[src/rtl/exp_arbiter.sv]
// Exception request arbiter: edge-captures raw sources into sticky pending bits, picks the
// highest-priority eligible request and sequences a take / service / return cycle for CP0.
module exp_arbiter #(
  parameter int unsigned NUM_SRC      = 3,
  parameter logic [31:0] HANDLER_ADDR = 32'h0000_0080
) (
  input  logic               clk,
  input  logic               clr,
  input  logic [NUM_SRC-1:0] exp_src,
  input  logic [NUM_SRC-1:0] mask,
  input  logic               exp_block,
  input  logic               is_eret,
  output logic               take,
  output logic [31:0]        vector,
  output logic               in_service,
  output logic [4:0]         active_id,
  output logic [31:0]        cause,
  output logic [NUM_SRC-1:0] pending
);

  typedef enum logic [1:0] {
    StIdle,
    StTake,
    StService
  } state_e;

  state_e             state_q;
  logic [NUM_SRC-1:0] src_prev_q;
  logic [NUM_SRC-1:0] pending_q;
  logic [NUM_SRC-1:0] pending_d;
  logic [NUM_SRC-1:0] edge_det;
  logic [NUM_SRC-1:0] eligible;
  logic [NUM_SRC-1:0] eret_clr;
  logic               any_eligible;
  logic               eret_done;
  logic [4:0]         winner;
  logic [31:0]        winner_cause;

  logic               take_q;
  logic               in_service_q;
  logic [31:0]        vector_q;
  logic [31:0]        cause_q;
  logic [4:0]         active_id_q;

  always_comb begin
    edge_det     = exp_src & ~src_prev_q;
    eligible     = pending_q & ~mask;
    any_eligible = |eligible;

    // Scan from the top so the lowest eligible index wins.
    winner = '0;
    for (int i = int'(NUM_SRC) - 1; i >= 0; i--) begin
      if (eligible[i]) begin
        winner = 5'(i);
      end
    end
    winner_cause = (32'd1 << (winner + 5'd1)) - 32'd1;

    eret_done = (state_q == StService) && is_eret;
    eret_clr  = '0;
    for (int i = 0; i < int'(NUM_SRC); i++) begin
      eret_clr[i] = eret_done && (active_id_q == 5'(i));
    end

    // A new edge on the bit being retired beats the retire.
    pending_d = (pending_q & ~eret_clr) | edge_det;
  end

  always_ff @(posedge clk or posedge clr) begin
    if (clr) begin
      state_q      <= StIdle;
      src_prev_q   <= '0;
      pending_q    <= '0;
      take_q       <= 1'b0;
      in_service_q <= 1'b0;
      vector_q     <= '0;
      cause_q      <= '0;
      active_id_q  <= '0;
    end else begin
      src_prev_q <= exp_src;
      pending_q  <= pending_d;
      unique case (state_q)
        StIdle: begin
          if (any_eligible && !exp_block) begin
            state_q      <= StTake;
            take_q       <= 1'b1;
            vector_q     <= HANDLER_ADDR;
            in_service_q <= 1'b1;
            active_id_q  <= winner;
            cause_q      <= winner_cause;
          end
        end
        StTake: begin
          state_q  <= StService;
          take_q   <= 1'b0;
          vector_q <= '0;
        end
        StService: begin
          if (is_eret) begin
            state_q      <= StIdle;
            in_service_q <= 1'b0;
            active_id_q  <= '0;
            cause_q      <= '0;
          end
        end
        default: begin
          state_q      <= StIdle;
          take_q       <= 1'b0;
          vector_q     <= '0;
          in_service_q <= 1'b0;
          active_id_q  <= '0;
          cause_q      <= '0;
        end
      endcase
    end
  end

  assign take       = take_q;
  assign vector     = vector_q;
  assign in_service = in_service_q;
  assign active_id  = active_id_q;
  assign cause      = cause_q;
  assign pending    = pending_q;

  take_one_cycle: assert property (@(posedge clk) disable iff (clr) take |=> !take);
  take_in_service: assert property (@(posedge clk) disable iff (clr) take |-> in_service);

endmodule
[config.mk]
export PLATFORM = sky130hd
export DESIGN_NAME = exp_arbiter
export DESIGN_NICKNAME = d
export VERILOG_FILES = /design/src/rtl/exp_arbiter.sv
export SDC_FILE = /design/constraint.sdc
export NUM_CORES = 1
export LEC_CHECK = 0
export CORE_MARGIN = 2
export CORE_UTILIZATION = 35
export CTS_BUF_LIST = sky130_fd_sc_hd__clkbuf_4 sky130_fd_sc_hd__clkbuf_8
export DETAILED_ROUTE_END_ITERATION = 16
export GPL_ROUTABILITY_DRIVEN = 0
export PLACE_DENSITY = 0.82
export SLEW_MARGIN = 30
export SYNTH_ARGS = -nofsm -noshare
export SYNTH_HDL_FRONTEND = slang
export SYNTH_SLANG_ARGS = --single-unit
[constraint.sdc]
create_clock -name clk -period 1.2 [get_ports clk]
set_input_delay 0.24 -clock clk [delete_from_list [all_inputs] [get_ports clk]]
set_output_delay 0.24 -clock clk [all_outputs]
set_load 0.01 [all_outputs]
==> impl_metrics.toml <==
[synth]
yosysTopAreaCell = "dfrtp_1"
synth_cell_types = 24
syn_avg_cell_area_um2 = 10.26
synth_top_area_share_pct = 45.30
netlist_area_um2 = 1436
ys_seq_area_share_pct = 45.30
synth_cells = 140
synthTopCellsByArea = "dfrtp_1 45%, buf_4 28%, and3_2 3.1%, nand2_1 2.6%, o21ai_0 2.4%"
ys_warn_count = 0
synth_seq_cells = 26

[detailed_routing]
wl_per_cell_um = 10.69
ant_nets = 0
first_iter_violations = 20
vias_per_cell = 3.972
drc = 0
drt-total-wl_mm = 2.673
vias = 993
dr.pass1.iters = 4

[grt]
grt_overflow = 0
groute.usage.overall_pct = 11.60
grt_pass1_wl_mm = 3.988
grt_antenna_before_repair = 0
grt_pass1_vias = 883
grt_max_degree = 27

[pwr]
total_leakage_power_nw = 1.061
internal-power_mw = 2.361
p_sw_share_pct = 33.39
ir_drop_mv = 0.7915
switchingPower_mw = 1.184
power_mw = 3.544
power_density_nw_per_um2 = 1822
p_seq_share_pct = 35.5
p_comb_share_pct = 44.5
pwr-share-clk_pct = 20.1

[sta]
finalCriticalPeriod_ns = 1.253
skew_ns = 0.007378
setup_viol = 11
finalHoldViolCount = 0
rsz0062_at_grt = "yes"
fmax_mhz = 798.3
fin_crit_sh_pct = 104.4
fin_ws_ns = -0.05259
maxSlewViolCount = 0

[critical_path]
cp-end-kind = "register"
reg2regPathDepth = 4
arrival_ns = 1.46
critical_path.top_delay_family = "flip-flops"
cpMaxStageDelayCell = "dfrtp_1"
crit_buf_inv = 1
r2r-start = "pending[0]$_DFF_PP0_"
cp-start-kind = "register"
critPathKind = "reg2reg"
reg2reg_setup_slack_ns = -0.05
crit_path_max_incr_delay_ns = 0.41
crit_chain = "nor2b_4 > o31ai_4 > buf_4 > and3_2"
path_max_fanout = 5
startpoint = "pending[0]$_DFF_PP0_"
reg2reg_to = "cause[5]$_DFFE_PP0P_"
required_ns = 1.41

[cts]
insertion_delay_ns = 0.27
clock-sinks = 26
cts_buffers = 3
path_clk_slew_ns = 0.09
cts_max_level = 1
clk_path_buf_depth = 2
cts_tree = "done"
clockRootBuffer = "clkbuf_8"

[finish]
nets = 213
final_common_cell = "conb_1"
layout_common_cells = "38 x conb_1, 24 x dfrtp_1, 19 x buf_4, 15 x clkdlybuf4s15_1, 15 x clkbuf_2"
n_fill_cell = 383
syn_to_final_growth_pct = 35.45
n_antenna_cell = 0
drive_gt1_share_pct = 35.50
fin_util_pct = 48.99
post-route-cell-area_um2 = 1946

[place]
place_area_um2 = 1833
dp_hpwl_mm = 1.927
place.port_buffers = 49

[die]
die_area_um2 = 4632
io_pins = 84
die_w_um = 68.06
core-area_um2 = 3971
num_rows = 23
initial_utilization_pct = 36.17
die_h_um = 68.06

[status]
violations = "negative setup slack"
status = "complete, but fails checks"

[hold_path]
hp-class = "in2async"

[flow_run]
drv_cap = 0
## cell usage after synthesis
cell type	count
dfrtp_1	26
conb_1	2
nand3_1	4
a32o_1	1
buf_6	1
nor2b_4	1
nand3b_1	1
o21a_1	1
o31ai_4	1
nand2_1	10
and3_1	2
a22oi_1	1
mux2i_1	1
o21ai_1	3
o31ai_1	1
inv_1	6
ha_1	2
nand2b_1	3
nor3_4	1
a21oi_1	2
nor2b_1	3
buf_4	54
and3_2	6
o21ai_0	7
## flip-flops by register name (all words and copies together), names as in the netlist
signal      flops
active_id       2
cause          14
in_service      1
pending         3
src_prev_q      3
state_q         2
take            1
## power groups by stage
stage	registers (mW)	clock network, mW	logic [mW]
5_1_grt	1.29	0.770	1.74
2_1_floorplan	1.35	0	0.810
6_report	1.26	0.711	1.58
3_5_place_dp	1.28	0	1.55
4_1_cts	1.26	0.732	1.45
3_3_place_gp	1.28	0	1.51
## area by class of cell
class                      count  area, um^2  area share (%)
timing repair buffer          75       623.1           32.03
clock inverter                 1       30.03           1.543
clock buffer                   3       41.29           2.122
multi-input combinational     89       513.0           26.37
inverter                       6       22.52           1.158
tap                           50       62.56           3.215
sequential                    26       653.1           33.57
## worst min-delay path, cell delays in order
cell and delay [ns]:
clkdlybuf4s50_1 0.40, inv_1 0.09, buf_12 0.19
## through the flow
step | hold slack [ns] | TNS, ns | instances | setup slack (ns)
6_report | 0.2935 | -0.3526 | 250 | -0.05259
5_1_grt | 0.3122 | -1.658 | 250 | -0.1344
4_1_cts | 0.2999 | -0.6570 | 244 | -0.07491
3_5_place_dp | 0.4128 | -6.566 | 234 | -0.3741
3_3_place_gp | 0.4028 | -5.955 | 234 | -0.3173
2_1_floorplan | 0.2714 | -0.3663 | 176 | -0.05905
## worst max-delay path by stage
stage	endpoint	slack (ns)	cells past startpoint
after floorplan	cause[25]$_DFFE_PP0P_	-0.06	4
final	cause[5]$_DFFE_PP0P_	-0.05	4
after global placement	cause[5]$_DFFE_PP0P_	-0.32	5
after CTS	cause[5]$_DFFE_PP0P_	-0.07	4
after global routing	cause[5]$_DFFE_PP0P_	-0.13	4
after detailed placement	cause[7]$_DFFE_PP0P_	-0.37	6
## routing by layer
metal  up-vias  GRT usage, %  share of wire (%)
li1        480             -                  -
met1       469         13.95                 41
met2        39         20.02                 51
met3         5         3.618                6.7
met4         0         3.000               0.97
met5         -             0                  0
## cells by family (layout without fill, tap and decap cells)
group,count (synthesis),count (layout),share of synthesized area [%]
and+or+nand+nor,31,31,13.24
other,2,38,0.5228
AOI/OAI and AO/OA,17,17,7.927
buffers and inverters,61,85,30.57
adders and majority gates,2,2,1.742
muxes,1,1,0.6969
DFF,26,26,45.30
## repair_timing
item,in CTS,in global routing
buffers inserted,6,6
pin swaps,2,0
hold buffers,0,0
endpoints found under the setup margin,54,45
gates resized for setup,95,39
Power figures use the tool's default switching activity.
